**src/rtl/ctrl_pkg.sv**
```systemverilog
// Shared encodings for the multi-cycle MIPS-style controller: states,
// opcode/funct fields and ALU control codes.
package ctrl_pkg;

  typedef enum logic [3:0] {
    S_FETCH  = 4'd0,
    S_DECODE = 4'd1,
    S_MEMADR = 4'd2,
    S_MEMRD  = 4'd3,
    S_MEMWB  = 4'd4,
    S_MEMWR  = 4'd5,
    S_REXEC  = 4'd6,
    S_ALUWB  = 4'd7,
    S_BEQ    = 4'd8,
    S_ADDIEX = 4'd9,
    S_ADDIWB = 4'd10,
    S_JUMP   = 4'd11,
    S_ERR    = 4'd12
  } state_t;

  localparam logic [5:0] OP_RTYPE = 6'b000000;
  localparam logic [5:0] OP_LW    = 6'b100011;
  localparam logic [5:0] OP_SW    = 6'b101011;
  localparam logic [5:0] OP_BEQ   = 6'b000100;
  localparam logic [5:0] OP_ADDI  = 6'b001000;
  localparam logic [5:0] OP_J     = 6'b000010;

  localparam logic [5:0] FN_ADD = 6'b100000;
  localparam logic [5:0] FN_SUB = 6'b100010;
  localparam logic [5:0] FN_AND = 6'b100100;
  localparam logic [5:0] FN_OR  = 6'b100101;
  localparam logic [5:0] FN_SLT = 6'b101010;

  localparam logic [2:0] ALU_ADD = 3'b010;
  localparam logic [2:0] ALU_SUB = 3'b110;
  localparam logic [2:0] ALU_AND = 3'b000;
  localparam logic [2:0] ALU_OR  = 3'b001;
  localparam logic [2:0] ALU_SLT = 3'b111;

  // ALU_NONE drives 000 so idle states show all-zero controls.
  typedef enum logic [1:0] {
    ALU_NONE,
    ALU_MODE_ADD,
    ALU_MODE_SUB,
    ALU_MODE_FUNCT
  } alu_mode_t;

endpackage

```
**src/rtl/alu_decoder.sv**
```systemverilog
// Maps the controller's ALU mode (and Funct for R-type) to ALUControl.
module alu_decoder
  import ctrl_pkg::*;
(
  input  alu_mode_t   mode,
  input  logic [5:0]  funct,
  output logic [2:0]  alu_ctrl
);

  always_comb begin
    alu_ctrl = 3'b000;
    unique case (mode)
      ALU_NONE:     alu_ctrl = 3'b000;
      ALU_MODE_ADD: alu_ctrl = ALU_ADD;
      ALU_MODE_SUB: alu_ctrl = ALU_SUB;
      ALU_MODE_FUNCT: begin
        case (funct)
          FN_ADD:  alu_ctrl = ALU_ADD;
          FN_SUB:  alu_ctrl = ALU_SUB;
          FN_AND:  alu_ctrl = ALU_AND;
          FN_OR:   alu_ctrl = ALU_OR;
          FN_SLT:  alu_ctrl = ALU_SLT;
          default: alu_ctrl = ALU_ADD;
        endcase
      end
      default: alu_ctrl = 3'b000;
    endcase
  end

endmodule

```
**src/rtl/multi_cycle_ctrl.sv**
```systemverilog
// Multi-cycle processor control FSM with a bounded memory-wait counter that
// traps into a sticky ERR state on timeout.
module multi_cycle_ctrl
  import ctrl_pkg::*;
#(
  parameter int MEM_TIMEOUT = 16
) (
  input  logic       clk,
  input  logic       rst,
  input  logic [5:0] Op,
  input  logic [5:0] Funct,
  input  logic       Zero,
  input  logic       MemReady,
  output logic       PCEn,
  output logic       IorD,
  output logic       MemRead,
  output logic       MemWrite,
  output logic       IRWrite,
  output logic       RegDst,
  output logic       MemtoReg,
  output logic       RegWrite,
  output logic       ALUSrcA,
  output logic [1:0] ALUSrcB,
  output logic [1:0] PCSrc,
  output logic [2:0] ALUControl,
  output logic [3:0] State,
  output logic       Error
);

  localparam int CW = (MEM_TIMEOUT > 2) ? $clog2(MEM_TIMEOUT) : 1;

  state_t        state_q, state_d;
  logic [CW-1:0] wait_q, wait_d;
  logic          timeout;
  alu_mode_t     alu_mode;

  assign timeout = !MemReady && (wait_q == CW'(MEM_TIMEOUT - 1));

  always_comb begin
    state_d = state_q;
    unique case (state_q)
      S_FETCH:  if (MemReady) state_d = S_DECODE; else if (timeout) state_d = S_ERR;
      S_DECODE: begin
        case (Op)
          OP_LW, OP_SW: state_d = S_MEMADR;
          OP_RTYPE:     state_d = S_REXEC;
          OP_BEQ:       state_d = S_BEQ;
          OP_ADDI:      state_d = S_ADDIEX;
          OP_J:         state_d = S_JUMP;
          default:      state_d = S_FETCH;
        endcase
      end
      S_MEMADR: state_d = (Op == OP_LW) ? S_MEMRD : S_MEMWR;
      S_MEMRD:  if (MemReady) state_d = S_MEMWB; else if (timeout) state_d = S_ERR;
      S_MEMWB:  state_d = S_FETCH;
      S_MEMWR:  if (MemReady) state_d = S_FETCH; else if (timeout) state_d = S_ERR;
      S_REXEC:  state_d = S_ALUWB;
      S_ALUWB:  state_d = S_FETCH;
      S_BEQ:    state_d = S_FETCH;
      S_ADDIEX: state_d = S_ADDIWB;
      S_ADDIWB: state_d = S_FETCH;
      S_JUMP:   state_d = S_FETCH;
      S_ERR:    state_d = S_ERR;
      default:  state_d = S_FETCH;
    endcase
  end

  // Any state change (including entry to a wait state) restarts the count;
  // staying in a wait state only happens while MemReady is low.
  always_comb begin
    wait_d = '0;
    if (state_d == state_q) begin
      if (state_q == S_FETCH || state_q == S_MEMRD || state_q == S_MEMWR)
        wait_d = wait_q + CW'(1);
      else
        wait_d = wait_q;
    end
  end

  always_ff @(posedge clk or negedge rst) begin
    if (!rst) begin
      state_q <= S_FETCH;
      wait_q  <= '0;
    end else begin
      state_q <= state_d;
      wait_q  <= wait_d;
    end
  end

  // Outputs decode from the current state; PCEn/IRWrite must react to
  // MemReady and Zero within the same cycle, so they are not registered.
  always_comb begin
    PCEn     = 1'b0;
    IorD     = 1'b0;
    MemRead  = 1'b0;
    MemWrite = 1'b0;
    IRWrite  = 1'b0;
    RegDst   = 1'b0;
    MemtoReg = 1'b0;
    RegWrite = 1'b0;
    ALUSrcA  = 1'b0;
    ALUSrcB  = 2'b00;
    PCSrc    = 2'b00;
    alu_mode = ALU_NONE;
    unique case (state_q)
      S_FETCH: begin
        MemRead  = 1'b1;
        ALUSrcB  = 2'b01;
        alu_mode = ALU_MODE_ADD;
        PCEn     = MemReady && rst;
        IRWrite  = MemReady && rst;
      end
      S_DECODE: begin
        ALUSrcB  = 2'b11;
        alu_mode = ALU_MODE_ADD;
      end
      S_MEMADR, S_ADDIEX: begin
        ALUSrcA  = 1'b1;
        ALUSrcB  = 2'b10;
        alu_mode = ALU_MODE_ADD;
      end
      S_MEMRD: begin
        MemRead = 1'b1;
        IorD    = 1'b1;
      end
      S_MEMWB: begin
        RegWrite = 1'b1;
        MemtoReg = 1'b1;
      end
      S_MEMWR: begin
        MemWrite = 1'b1;
        IorD     = 1'b1;
      end
      S_REXEC: begin
        ALUSrcA  = 1'b1;
        alu_mode = ALU_MODE_FUNCT;
      end
      S_ALUWB: begin
        RegWrite = 1'b1;
        RegDst   = 1'b1;
      end
      S_BEQ: begin
        ALUSrcA  = 1'b1;
        alu_mode = ALU_MODE_SUB;
        PCSrc    = 2'b01;
        PCEn     = Zero;
      end
      S_ADDIWB: RegWrite = 1'b1;
      S_JUMP: begin
        PCSrc = 2'b10;
        PCEn  = 1'b1;
      end
      default: ;
    endcase
  end

  alu_decoder u_alu_decoder (
    .mode     (alu_mode),
    .funct    (Funct),
    .alu_ctrl (ALUControl)
  );

  assign State = state_q;
  assign Error = (state_q == S_ERR);

endmodule

```
**config.mk**
```make
export PLATFORM = sky130hd
export DESIGN_NAME = multi_cycle_ctrl
export DESIGN_NICKNAME = d
export VERILOG_FILES = /design/src/rtl/ctrl_pkg.sv /design/src/rtl/alu_decoder.sv /design/src/rtl/multi_cycle_ctrl.sv
export SDC_FILE = /design/constraint.sdc
export NUM_CORES = 1
export LEC_CHECK = 0
export CORE_MARGIN = 8
export CORE_UTILIZATION = 44
export CTS_CLUSTER_DIAMETER = 150
export DETAILED_ROUTE_END_ITERATION = 8
export GPL_TIMING_DRIVEN = 0
export PLACE_DENSITY_LB_ADDON = 0.1
export SYNTH_ARGS = -nofsm -noshare
export SYNTH_HDL_FRONTEND = slang
export SYNTH_SLANG_ARGS = --single-unit
```
**constraint.sdc**
```tcl
create_clock -name clk -period 2.2 [get_ports clk]
set_input_delay 0.66 -clock clk [delete_from_list [all_inputs] [get_ports clk]]
set_output_delay 0.66 -clock clk [all_outputs]
set_load 0.1 [all_outputs]
```
==> flow_metrics.env, run 1 <==
export IMPL_synth_edf_count=0
export IMPL_outcome="aborted with a tool error"
export IMPL_error_line="[ERROR DPL-0038] Utilization greater than 100%, impossible to legalize"
export IMPL_synth_top_family_by_area="simple AND/OR/NAND/NOR gates"
export IMPL_synth_seq_cells=8
export IMPL_syn_inst=134
export IMPL_gp_congestion=0.873
export IMPL_die_y_um=63.1
export IMPL_rows=17
export IMPL_synthArstFlopShare_pct=100
export IMPL_syn_cell_area_um2=975
export IMPL_h_tree_depth=1
export IMPL_synthAdderAreaFrac_pct=1.28
export IMPL_syn_mean_instance_area_um2=7.27
export IMPL_synthFlopType="dfrtp_1"
export IMPL_stop_stage="5_1_grt"
export IMPL_synth_simple_area_share_pct=35.6
export IMPL_syn_num_nets=151
export IMPL_ys_warn_count=0
export IMPL_worstEndpointGrtRepair="IorD"
export IMPL_synthMuxAreaShare_pct=0
export IMPL_ys_seq_area_share_pct=20.5
export IMPL_clockBufferDepth=2
export IMPL_cts_root_buf="clkbuf_4"
export IMPL_synth_compound_area_share_pct=29.3
export IMPL_place_port_buffers=34
export IMPL_dp_hpwl_mm=2.57
export IMPL_io_pins=37
export IMPL_die_x_um=63.1
export IMPL_clock_sinks=8
export IMPL_start_util_pct=45.4
export IMPL_worst_endpoint_kind="output port"
export IMPL_placed_cells=196
export IMPL_ys_types=46
export IMPL_cts_inserted_buffers=3
export IMPL_grt_max_degree=11
export IMPL_synthXorXnorAreaFrac_pct=6.29
==> kinds of logic after synthesis <==
family,after synthesis
AO/OA/AOI/OAI,42
XOR/XNOR,7
adder cells (fa/ha/maj),1
buffers and inverters,15
flip-flops,8
AND/OR/NAND/NOR,61
==> synthesized netlist by cell type, types with 3 or more instances <==
cell	number	area, µm²
buf_2	4	20.0
nor2_1	18	67.6
nor3_1	7	35.0
nand3_1	7	35.0
nand2_1	4	15.0
nor3b_1	3	22.5
clkbuf_1	3	11.3
a21oi_1	7	35.0
and3_1	3	18.8
o211ai_1	3	22.5
inv_1	5	18.8
xnor2_1	4	35.0
dfrtp_1	8	200
nand2b_1	5	31.3
o21ai_0	12	60.1
xor2_1	3	26.3
==> per-stage QoR <==
| step | area, µm² | TNS (ns) | worst slack, ns | util (%) | hold slack (ns) |
|---|---|---|---|---|---|
| floorplan | 1200 | -4.81 | -0.951 | - | 0.364 |
| global placement | 1570 | -15.87 | -1.53 | 73.3 | 0.575 |
| detailed placement | 1570 | -16.22 | -1.56 | 73.3 | 0.592 |
| CTS | 2060 | -0.868 | -0.144 | 96.0 | 0.230 |
==> what timing repair did <==
action                                  4_1_cts
endpoints found under the setup margin       21
pin swaps                                    12
resized for setup                           209
endpoints found under the hold margin         0
hold buffers                                  0
cloned                                        1
buffers inserted                             21
==> inputs of run 2 (changes only) <==
CORE_AREA = 8 8 69 71   (was unset)
CORE_MARGIN = unset   (was 8)
CORE_UTILIZATION = unset   (was 44)
CTS_CLUSTER_DIAMETER = unset   (was 150)
DIE_AREA = 0 0 77 79   (was unset)
PLACE_DENSITY_LB_ADDON = 0.15   (was 0.1)
==> run 2 against run 1 <==
Net effect: the flow now finishes, with violations (setup timing); synthesized cell count unchanged; area after synthesis unchanged.
==> flow_metrics.env, run 2 <==
export IMPL_antenna_found_initial=0
export IMPL_drt_pass1_iterations=4
export IMPL_crit_required_ns=1.54
export IMPL_rows=23
export IMPL_hp_class="primary input to async pin"
export IMPL_synthFlopType="dfrtp_1"
export IMPL_postRouteWirelength_mm=4.16
export IMPL_grt_met2_usage_pct=25.4
export IMPL_slew_headroom_pct=36.4
export IMPL_placed_area_um2=1600
export IMPL_ys_types=46
export IMPL_grt_max_degree=11
export IMPL_synth_most_common_cell="nor2_1"
export IMPL_clock_sinks=8
export IMPL_cts_root_buf="clkbuf_8"
export IMPL_min_period_ns=2.36
export IMPL_synth_top_cell_by_area="dfrtp_1"
export IMPL_worstSkewPairLatency_ns=0.22
export IMPL_crit_path_max_fanout=6
export IMPL_wl_per_cell_um=16.2
export IMPL_synth_seq_cells=8
export IMPL_io_pins=37
export IMPL_die_area_um2=6080
export IMPL_clk_pin_slew_ns=0.04
export IMPL_grtUsageMet3_pct=1.92
export IMPL_routed_via_count=1321
export IMPL_dp_hpwl_mm=2.74
export IMPL_hold_violations=0
export IMPL_rrSetupSlack_ns=0.22
export IMPL_maxCapViolations=0
export IMPL_final_common_cell="buf_4"
export IMPL_ys_seq_area_share_pct=20.5
export IMPL_rsz0062_at_grt="true"
export IMPL_tritoncts="done"
export IMPL_synthArstFlopShare_pct=100
export IMPL_h_tree_depth=1
export IMPL_syn_cell_area_um2=975
export IMPL_grt_pass1_wl_mm=6.88
export IMPL_ys_top_cells_by_area="dfrtp_1, nor2_1, o21ai_0, a21oi_1, nand3_1"
export IMPL_synth_common_cells="nor2_1, o21ai_0, dfrtp_1"
export IMPL_design_area_um2=2280
export IMPL_finish_utilization_pct=60.0
export IMPL_worstSetupPathType="flop to primary output"
export IMPL_clock_fmax_ghz=0.423
export IMPL_synthToLayoutAreaGrowth_pct=134
export IMPL_leakage_nw=0.901
export IMPL_gr_total_overflow=0
export IMPL_grtUsageMet1_pct=14.9
export IMPL_tightest_slew_ns=0.957
export IMPL_irDropWorstVdd_mv=0.513
export IMPL_fin_skew_ns=0.00124
export IMPL_place_port_buffers=34
export IMPL_die_x_um=77
export IMPL_final_cell_mix="buf_4, buf_12, o21ai_0"
export IMPL_die_y_um=79
export IMPL_core_um2=3800
export IMPL_synth_edf_count=0
export IMPL_cts_inserted_buffers=3
export IMPL_grt_pass1_vias=1406
export IMPL_viasPerCell=5.14
export IMPL_start_util_pct=25.7
export IMPL_violations="setup timing"
export IMPL_ys_warn_count=0
export IMPL_groute_usage_overall_pct=13.6
export IMPL_diodes=0
export IMPL_cp_start_kind="flop"
export IMPL_setup_ws_ns=-0.162
export IMPL_finalNetCount=225
export IMPL_arrival_ns=1.70
export IMPL_slew_viol_final=0
export IMPL_drt_iter0_markers=119
export IMPL_cellPowerDensity_nw_per_um2=616
export IMPL_drive_above_1_share_pct=57.5
export IMPL_syn_inst=134
export IMPL_crit_path_end_kind="primary output"
export IMPL_syn_mean_instance_area_um2=7.27
export IMPL_top_usage_layer="met2"
export IMPL_outcome="finished with violations"
export IMPL_gp_congestion=0.838
export IMPL_setup_violations=13
export IMPL_syn_num_nets=151
export IMPL_synth_top_area_share_pct=20.5
export IMPL_fin_crit_sh_pct=107
export IMPL_clockBufferDepth=2
export IMPL_ant_nets=0
export IMPL_drc=0
run 2: area by class of cell:
class	count	area [µm²]
Sequential cell	8	215
Tap cell	50	62.6
Multi-Input combinational cell	111	1010
Buffer	10	144
Timing Repair Buffer	69	781
Clock buffer	4	45.0
Inverter	5	25.0
Fill cell	340	1520
run 2: logic make-up after synthesis:
| logic type | count (synthesis) | synth area share (%) |
|---|---|---|
| AND/OR/NAND/NOR | 61 | 35.6 |
| AO/OA/AOI/OAI | 42 | 29.3 |
| buffers and inverters | 15 | 7.06 |
| flip-flops | 8 | 20.5 |
| XOR/XNOR | 7 | 6.29 |
| adder cells (fa/ha/maj) | 1 | 1.28 |
run 2: path summary, 6_finish.rpt:
check / start / end / depth (start not counted)
worst max-delay path: State[1]$_DFF_PN0_ / ALUSrcB[1] / 7
min in group clk: wait_q[0]$_DFFE_PN0P_ / wait_q[0]$_DFFE_PN0P_ / 2
worst min-delay path: rst / State[3]$_DFF_PN0_ / 1
max in group asynchronous: rst / State[1]$_DFF_PN0_ / 1
worst min register to register: wait_q[0]$_DFFE_PN0P_ / wait_q[0]$_DFFE_PN0P_ / 2
worst max register to register: State[1]$_DFF_PN0_ / wait_q[1]$_DFFE_PN0P_ / 8
run 2: where the power goes:
| part | internal [mW] | total, mW | switching, mW |
|---|---|---|---|
| clock | 0.125 | 0.177 | 0.0522 |
| combinational | 0.426 | 1.03 | 0.606 |
| sequential | 0.173 | 0.195 | 0.0215 |
| total | 0.725 | 1.40 | 0.679 |
run 2: per-layer routing:
layer	wire length [µm]	part of all wire, %
met1	1590	38
met2	2280	55
met3	175	4.2
met4	108	2.6
met5	0	0
run 2: critical path: stages (launching register included):
cell      delay, ns
dfrtp_4        0.41
buf_12         0.11
buf_8          0.12
buf_6          0.12
nand2b_4       0.10
or2_4          0.27
a21oi_4        0.15
buf_12         0.19
run 2: stage by stage:
stage	instances	setup slack (ns)	hold slack, ns	setup TNS (ns)	power, mW
final	257	-0.162	0.246	-1.31	1.40
after floorplan	134	-0.951	0.364	-4.81	0.789
after CTS	252	-0.176	0.245	-1.33	1.37
after global routing	257	-0.211	0.245	-2.03	1.47
after detailed placement	218	-1.60	0.576	-16.67	0.955
after global placement	218	-1.55	0.569	-16.40	0.953
run 2: what timing repair did:
item,in CTS,in global routing
hold buffers,0,0
setup buffers,30,5
endpoints found under the setup margin,21,15
gates resized for setup,213,13
pin swaps,14,8
(Power assumes the default switching activity.)
==> inputs of run 3 (changes only) <==
HOLD_SLACK_MARGIN = 0.05   (was unset)
==> results of run 3 <==
No change in the layout: final DEF, timing and power equal those of run 2.
